--- config.mk ---
export PLATFORM = sky130hd
export DESIGN_NAME = e203_lsu_icb_arbt
export DESIGN_NICKNAME = d
export VERILOG_FILES = /design/src/rtl/e203_lsu_icb_arbt_pkg.sv /design/src/rtl/e203_lsu_arbt_ofifo.sv /design/src/rtl/e203_lsu_icb_arbt.sv
export SDC_FILE = /design/constraint.sdc
export NUM_CORES = 1
export LEC_CHECK = 0
export ABC_CLOCK_PERIOD_IN_PS = 1900
export CORE_AREA = 5 5 124 126
export DETAILED_ROUTE_END_ITERATION = 10
export DIE_AREA = 0 0 129 131
export GPL_TIMING_DRIVEN = 0
export HOLD_SLACK_MARGIN = 0.12
export PLACE_DENSITY = 0.67
export SLEW_MARGIN = 10
export SYNTH_ARGS = -nofsm -noshare
export SYNTH_HDL_FRONTEND = slang
export SYNTH_HIERARCHICAL = 1
export SYNTH_SLANG_ARGS = --single-unit
export TNS_END_PERCENT = 10
--- constraint.sdc ---
create_clock -name clk -period 1.9 [get_ports clk]
set_input_delay 0.19 -clock clk [delete_from_list [all_inputs] [get_ports clk]]
set_output_delay 0.19 -clock clk [all_outputs]
set_load 0.05 [all_outputs]
--- src/rtl/e203_lsu_icb_arbt_pkg.sv ---
// Shared definitions for the LSU ICB arbiter: requester source ids and the
// default outstanding-command depth.
package e203_lsu_icb_arbt_pkg;

    typedef enum logic {
        ARBT_SRC_AGU  = 1'b0,
        ARBT_SRC_NICE = 1'b1
    } arbt_src_e;

    localparam int ARBT_OUTS_DEPTH = 2;

endpackage

--- src/rtl/e203_lsu_arbt_ofifo.sv ---
// Small synchronous FIFO of 1-bit entries with full/empty flags; records
// which requester issued each outstanding command.
module e203_lsu_arbt_ofifo #(
    parameter int DEPTH = 2
) (
    input  logic clk,
    input  logic rst,
    input  logic push,
    input  logic din,
    input  logic pop,
    output logic dout,
    output logic full,
    output logic empty
);

    localparam int PW = (DEPTH > 1) ? $clog2(DEPTH) : 1;
    localparam int CW = $clog2(DEPTH + 1);

    logic [DEPTH-1:0] mem;
    logic [PW-1:0]    wptr;
    logic [PW-1:0]    rptr;
    logic [CW-1:0]    cnt;
    logic             push_ok;
    logic             pop_ok;

    function automatic logic [PW-1:0] ptr_inc(input logic [PW-1:0] p);
        return (p == PW'(DEPTH - 1)) ? '0 : p + 1'b1;
    endfunction

    assign full    = (cnt == CW'(DEPTH));
    assign empty   = (cnt == '0);
    // A push into a full FIFO is refused even when a pop frees a slot this cycle.
    assign push_ok = push & ~full;
    assign pop_ok  = pop & ~empty;
    assign dout    = mem[rptr];

    always_ff @(posedge clk) begin
        if (push_ok) begin
            mem[wptr] <= din;
        end
    end

    always_ff @(posedge clk) begin
        if (rst) begin
            wptr <= '0;
            rptr <= '0;
            cnt  <= '0;
        end else begin
            if (push_ok) begin
                wptr <= ptr_inc(wptr);
            end
            if (pop_ok) begin
                rptr <= ptr_inc(rptr);
            end
            case ({push_ok, pop_ok})
                2'b10:   cnt <= cnt + 1'b1;
                2'b01:   cnt <= cnt - 1'b1;
                default: ;
            endcase
        end
    end

endmodule

--- src/rtl/e203_lsu_icb_arbt.sv ---
// Two-requester (AGU, NICE) ICB arbiter sharing one LSU master port, with
// in-order response routing. Define E203_LSU_ARBT_RR_EN for round-robin.
module e203_lsu_icb_arbt
    import e203_lsu_icb_arbt_pkg::*;
#(
    parameter int AW         = 32,
    parameter int DW         = 32,
    parameter int OUTS_DEPTH = ARBT_OUTS_DEPTH
) (
    input  logic            clk,
    input  logic            rst,
    input  logic            nice_mem_holdup,
    output logic            arbt_active,

    input  logic            agu_icb_cmd_valid,
    output logic            agu_icb_cmd_ready,
    input  logic [AW-1:0]   agu_icb_cmd_addr,
    input  logic            agu_icb_cmd_read,
    input  logic [DW-1:0]   agu_icb_cmd_wdata,
    input  logic [DW/8-1:0] agu_icb_cmd_wmask,
    input  logic [1:0]      agu_icb_cmd_size,
    output logic            agu_icb_rsp_valid,
    input  logic            agu_icb_rsp_ready,
    output logic            agu_icb_rsp_err,
    output logic [DW-1:0]   agu_icb_rsp_rdata,

    input  logic            nice_icb_cmd_valid,
    output logic            nice_icb_cmd_ready,
    input  logic [AW-1:0]   nice_icb_cmd_addr,
    input  logic            nice_icb_cmd_read,
    input  logic [DW-1:0]   nice_icb_cmd_wdata,
    input  logic [DW/8-1:0] nice_icb_cmd_wmask,
    input  logic [1:0]      nice_icb_cmd_size,
    output logic            nice_icb_rsp_valid,
    input  logic            nice_icb_rsp_ready,
    output logic            nice_icb_rsp_err,
    output logic [DW-1:0]   nice_icb_rsp_rdata,

    output logic            lsu_icb_cmd_valid,
    input  logic            lsu_icb_cmd_ready,
    output logic [AW-1:0]   lsu_icb_cmd_addr,
    output logic            lsu_icb_cmd_read,
    output logic [DW-1:0]   lsu_icb_cmd_wdata,
    output logic [DW/8-1:0] lsu_icb_cmd_wmask,
    output logic [1:0]      lsu_icb_cmd_size,
    input  logic            lsu_icb_rsp_valid,
    output logic            lsu_icb_rsp_ready,
    input  logic            lsu_icb_rsp_err,
    input  logic [DW-1:0]   lsu_icb_rsp_rdata
);

    // Handshake rule on every channel: a beat transfers on a clock edge where
    // valid and ready are both high; a presented valid holds until it transfers.

    logic      agu_req;
    logic      nice_req;
    arbt_src_e grant_id;
    logic      grant_req;
    logic      sel_nice;
    logic      cmd_hsk;
    logic      lock_vld;
    arbt_src_e lock_id;
    logic      fifo_full;
    logic      fifo_empty;
    logic      fifo_dout;
    logic      rsp_sel_agu;
    logic      rsp_sel_nice;
    logic      rsp_hsk;

`ifdef E203_LSU_ARBT_RR_EN
    arbt_src_e rr_ptr;
`endif

    assign agu_req  = agu_icb_cmd_valid & ~nice_mem_holdup;
    assign nice_req = nice_icb_cmd_valid;

    // A locked grant keeps using the raw valid so a late holdup cannot
    // withdraw an AGU command that is already on the bus.
    always_comb begin
        grant_id  = ARBT_SRC_AGU;
        grant_req = 1'b0;
        if (lock_vld) begin
            grant_id  = lock_id;
            grant_req = (lock_id == ARBT_SRC_NICE) ? nice_icb_cmd_valid : agu_icb_cmd_valid;
        end else begin
`ifdef E203_LSU_ARBT_RR_EN
            if (agu_req & nice_req) begin
                grant_id = rr_ptr;
            end else if (nice_req) begin
                grant_id = ARBT_SRC_NICE;
            end
`else
            if (nice_req) begin
                grant_id = ARBT_SRC_NICE;
            end
`endif
            grant_req = agu_req | nice_req;
        end
    end

    assign sel_nice           = (grant_id == ARBT_SRC_NICE);
    assign lsu_icb_cmd_valid  = grant_req & ~fifo_full;
    assign cmd_hsk            = lsu_icb_cmd_valid & lsu_icb_cmd_ready;
    assign agu_icb_cmd_ready  = cmd_hsk & ~sel_nice;
    assign nice_icb_cmd_ready = cmd_hsk & sel_nice;

    assign lsu_icb_cmd_addr  = sel_nice ? nice_icb_cmd_addr  : agu_icb_cmd_addr;
    assign lsu_icb_cmd_read  = sel_nice ? nice_icb_cmd_read  : agu_icb_cmd_read;
    assign lsu_icb_cmd_wdata = sel_nice ? nice_icb_cmd_wdata : agu_icb_cmd_wdata;
    assign lsu_icb_cmd_wmask = sel_nice ? nice_icb_cmd_wmask : agu_icb_cmd_wmask;
    assign lsu_icb_cmd_size  = sel_nice ? nice_icb_cmd_size  : agu_icb_cmd_size;

    always_ff @(posedge clk) begin
        if (rst) begin
            lock_vld <= 1'b0;
            lock_id  <= ARBT_SRC_AGU;
        end else begin
            lock_vld <= grant_req & ~cmd_hsk;
            if (grant_req & ~cmd_hsk) begin
                lock_id <= grant_id;
            end
        end
    end

`ifdef E203_LSU_ARBT_RR_EN
    always_ff @(posedge clk) begin
        if (rst) begin
            rr_ptr <= ARBT_SRC_AGU;
        end else if (cmd_hsk) begin
            rr_ptr <= sel_nice ? ARBT_SRC_AGU : ARBT_SRC_NICE;
        end
    end
`endif

    e203_lsu_arbt_ofifo #(
        .DEPTH (OUTS_DEPTH)
    ) u_ofifo (
        .clk   (clk),
        .rst   (rst),
        .push  (cmd_hsk),
        .din   (sel_nice),
        .pop   (rsp_hsk),
        .dout  (fifo_dout),
        .full  (fifo_full),
        .empty (fifo_empty)
    );

    assign rsp_sel_nice = ~fifo_empty & fifo_dout;
    assign rsp_sel_agu  = ~fifo_empty & ~fifo_dout;
    assign rsp_hsk      = lsu_icb_rsp_valid & lsu_icb_rsp_ready;

    assign agu_icb_rsp_valid  = lsu_icb_rsp_valid & rsp_sel_agu;
    assign nice_icb_rsp_valid = lsu_icb_rsp_valid & rsp_sel_nice;
    assign lsu_icb_rsp_ready  = (rsp_sel_agu & agu_icb_rsp_ready) | (rsp_sel_nice & nice_icb_rsp_ready);
    assign agu_icb_rsp_err    = lsu_icb_rsp_err;
    assign agu_icb_rsp_rdata  = lsu_icb_rsp_rdata;
    assign nice_icb_rsp_err   = lsu_icb_rsp_err;
    assign nice_icb_rsp_rdata = lsu_icb_rsp_rdata;

    assign arbt_active = agu_icb_cmd_valid | nice_icb_cmd_valid | ~fifo_empty;

    // A response with nothing outstanding has no owner to route to.
    a_rsp_when_empty: assert property (@(posedge clk) disable iff (rst)
        !(lsu_icb_rsp_valid && fifo_empty));

endmodule

==> results.txt <==
The run finished, with violations left. The final reports fail on setup timing. Routability-driven placement finished with a final weighted congestion of 0.786.

Setup violations remaining at the end of the flow were counted as 10. The synthesized netlist cell count was 198; the number of global-route vias before repair was 2733. The number of synthesized register bits is 8. The critical path runs through a total of 8 cells.

The synthesized design devotes to its leading area cell type 43.8% of total area. Critical-path cell with the highest stage delay: sky130_fd_sc_hd__or3_4. In this run the most critical hold path is launched from u_ofifo/wptr$_SDFFE_PP0N_. The hold-critical path depth is 2. The die covers 16900 um^2. The run gives 8 as the sink count of the clock tree. Final clock period utilization by the worst path: 106%. In this run the remaining antenna-violating nets after routing total 0.

The fraction of synthesis flops using an asynchronous set or reset pin was 0%. The most common flop cell mapped by yosys was sky130_fd_sc_hd__dfxtp_1. After legalization and detailed placement, the total HPWL measured 10.1 mm. The worst reg-to-reg path cell count came out at 8. STA puts the critical path data required time at 2.06 ns. Total global routing overflow: 0.

The tools report the total clock buffers created by CTS as 3. The die is 131 um tall. Arrival time at the worst endpoint: 2.18 ns. The kind of cell with the highest combined delay along the critical path is simple AND/OR/NAND/NOR gates. In this run the critical register-to-register path is captured at u_ofifo/cnt[1]$_SDFFE_PP0P_. TritonCTS built the clock tree.

The via-per-instance ratio is 3.67, and the share of layout cells above drive strength 1 is 48.1%. The startpoint identified for the worst register-to-register timing path is u_ofifo/rptr$_SDFFE_PP0P_. The first global-routing pass estimated 15.0 mm of wire.

For the worst-skew pair, the clock arrives at the later sink with an insertion delay of 0.23 ns. The number of buffers and inverters on the critical path is 0. The final route contains 2515 vias. The tree is rooted in a sky130_fd_sc_hd__clkbuf_16.

Synthesis produced a netlist with a net count of 383. The finished cells cover 5230 um^2. After synthesis the cells add up to 1850 um^2. The area added between synthesis and finish came out at 183%. Worst hold path class: register to register. Worst-case register-to-register setup slack: -0.12 ns. The die is 129 um wide. Number of antenna violations at the first check in global routing: 0. For the detailed-router iteration count before antenna repair, the log shows 4. The tools report the number of buffers between clock root and the deepest sink as 2.

The number of antenna diodes in the final layout is 0. For this design the static power due to leakage is 2.25 nW. The longest individual stage delay on the worst path came out at 0.38 ns. The number of violations of the max-capacitance limit was 0.

The logs give 2.68 mW for the power consumption and 9.74% for the sequential cell area fraction in the yosys report. The tools report the all-layer global routing usage as 11.4%. The tools report the worst slack on hold paths as 0.507 ns. At the pin with the least slew margin, the transition time is 0.556 ns.

Maximum clock skew at final layout: 0.00150 ns. The power density over cell area came out at 513 nW/um^2. The post-route DRC violation count was 0; the initial core utilization was 13.0%. Following the worst setup path forward leads to its endpoint at u_ofifo/cnt[1]$_SDFFE_PP0P_.

By area the synthesized netlist is led by sky130_fd_sc_hd__mux2_2, sky130_fd_sc_hd__buf_4, sky130_fd_sc_hd__dfxtp_1, sky130_fd_sc_hd__buf_6, sky130_fd_sc_hd__edfxtp_1. The boundary pin count came out at 328. In this run the tightest slew margin relative to its limit is 62.8%.

The startpoint of the worst setup timing path is u_ofifo/rptr$_SDFFE_PP0P_. Number of max-slew violations in the final report: 0. Including well taps, the total number of placed cells is 676. The cell row count was 44. The worst setup path is captured at a register.

In this run the worst path has a maximum fanout of 3. Largest vdd supply drop: 211 uV. The critical path is of the register to register type.

The top achievable clock speed came out at 495 MHz. The routed wire length per instance works out to 16.5 um. At the end of the flow the core is filled with cells to 36.8%. The number of levels in the clock H-tree came out at 1.

The tools report the number of warnings issued by yosys as 6. The count of buffers inserted at the top-level ports was 294. The logs give -0.122 ns for the smallest setup slack after layout and 31 for the number of different library cells in the post-synthesis netlist. The net count of the finished layout is 688. The number of hold-repair buffers added at the cts stage is 0. Entering global routing, the biggest net connects 11 pins. Clock-pin slew was measured on the worst setup and hold paths at 0.04 ns. For the number of hold violations in the final report, the log shows 0. The biggest area contributor in the post-synthesis netlist is sky130_fd_sc_hd__mux2_2. Detailed-route wire length: 11.3 mm. Setup repair after global routing could not meet its margin everywhere.

The tools report the kind of start point of the critical path as a register. The worst path needs 2.02 ns of the cycle, external delays included. Yosys mapped a number of flops with a built-in enable equal to 2. The final cell count without fillers was 685; the area of the core was 14200 um^2. The tools report the area after detailed placement as 5050 um^2.

The detailed router's first-iteration violation count is 31, and the post-synthesis area per instance is 9.34 um^2. Traced cell by cell, the critical path runs through mux2_4 > mux2i_4 > nor2_4 > and2_4 > o21a_4 > ha_4 > or3_4 > a21oi_2.
==> registers in the layout, indices dropped and copies added (netlist names) <==
name          cells
lock_vld          1
u_ofifo/cnt       2
u_ofifo/rptr      1
u_ofifo/wptr      1
lock_id           1
u_ofifo/mem       2
==> timing repair <==
item | in CTS | in global routing
pin swaps | 0 | 4
endpoints found under the setup margin | 79 | 78
gates cloned | 0 | 3
gates resized for setup | 398 | 74
setup buffers | 2 | 1
==> cell usage in the layout, fill, tap and decap left out, drive strengths merged, types with 3 or more instances in the layout <==
cell type and count:
clkdlybuf4s50 215, buf 145, mux2 72, nor2 7, clkbuf 6, dlygate4sd2 6
dfxtp 6, inv 5, clkdlybuf4s15 4, a21oi 4, nand2 3
==> how the worst min path moves through the flow <==
| stage | end | slack [ns] |
|---|---|---|
| after floorplan | u_ofifo/rptr$_SDFFE_PP0P_ | 0.25 |
| after global placement | u_ofifo/wptr$_SDFFE_PP0N_ | 0.47 |
| after detailed placement | u_ofifo/wptr$_SDFFE_PP0N_ | 0.50 |
| after CTS | u_ofifo/wptr$_SDFFE_PP0N_ | 0.51 |
| after global routing | u_ofifo/rptr$_SDFFE_PP0P_ | 0.55 |
| final | u_ofifo/wptr$_SDFFE_PP0N_ | 0.51 |
==> power by group <==
| group | internal, mW | switching, mW | leakage, nW | total (mW) |
|---|---|---|---|---|
| Sequential | 0.192 | 0.0185 | 0.0692 | 0.211 |
| Clock | 0.270 | 0.0735 | 0.0370 | 0.344 |
| Combinational | 0.949 | 1.18 | 2.14 | 2.13 |
| Total | 1.41 | 1.27 | 2.25 | 2.68 |
==> metal layers <==
layer	routed length, um	share of wire [%]	track usage [%]
met5	0	0	0
met4	124	1.1	2.66
met3	1330	12	4.51
met2	6150	54	21.7
met1	3690	33	11.7
==> stage by stage <==
stage / setup slack [ns] / TNS (ns)
2_1_floorplan: -0.272 / -0.547
3_3_place_gp: -1.03 / -67.84
3_5_place_dp: -1.05 / -69.53
4_1_cts: -0.245 / -0.263
5_1_grt: -0.176 / -2.88
6_report: -0.122 / -0.192
==> final cells by class <==
class | count | area [um^2]
fill | 1415 | 8970
tap | 184 | 230
clock buffer | 3 | 75.1
timing repair buffer | 300 | 2950
multi-input combinational | 112 | 1170
sequential | 8 | 186
inverter | 5 | 18.8
buffer | 73 | 603
==> worst reg2reg max path, stage by stage, from the launching register on <==
cell	delay (ns)
sky130_fd_sc_hd__dfxtp_2	0.33
sky130_fd_sc_hd__mux2_4	0.33
sky130_fd_sc_hd__mux2i_4	0.20
sky130_fd_sc_hd__nor2_4	0.09
sky130_fd_sc_hd__and2_4	0.14
sky130_fd_sc_hd__o21a_4	0.14
sky130_fd_sc_hd__ha_4	0.21
sky130_fd_sc_hd__or3_4	0.38
sky130_fd_sc_hd__a21oi_2	0.13
==> cells by family after synthesis <==
kind of cell / after synthesis / synth area share [%]
muxes: 74 / 44.9
AOI/OAI and AO/OA: 10 / 3.99
adders and majority gates: 1 / 0.676
buffers and inverters: 78 / 32.1
xor gates and xnor gates: 3 / 1.42
DFF: 8 / 9.74
and+or+nand+nor: 24 / 7.17
==> synth_stat cells, types with 2 or more instances <==
cell type / instances
sky130_fd_sc_hd__a21oi_1: 3
sky130_fd_sc_hd__and3_1: 2
sky130_fd_sc_hd__buf_4: 66
sky130_fd_sc_hd__buf_6: 7
sky130_fd_sc_hd__dfxtp_1: 6
sky130_fd_sc_hd__edfxtp_1: 2
sky130_fd_sc_hd__inv_1: 4
sky130_fd_sc_hd__mux2_2: 72
sky130_fd_sc_hd__mux2i_1: 2
sky130_fd_sc_hd__nand2_1: 3
sky130_fd_sc_hd__nor2_1: 7
sky130_fd_sc_hd__nor3_1: 2
sky130_fd_sc_hd__o21ai_0: 2
sky130_fd_sc_hd__or3_1: 2
sky130_fd_sc_hd__xnor2_1: 2
Power figures use the tool's default switching activity.
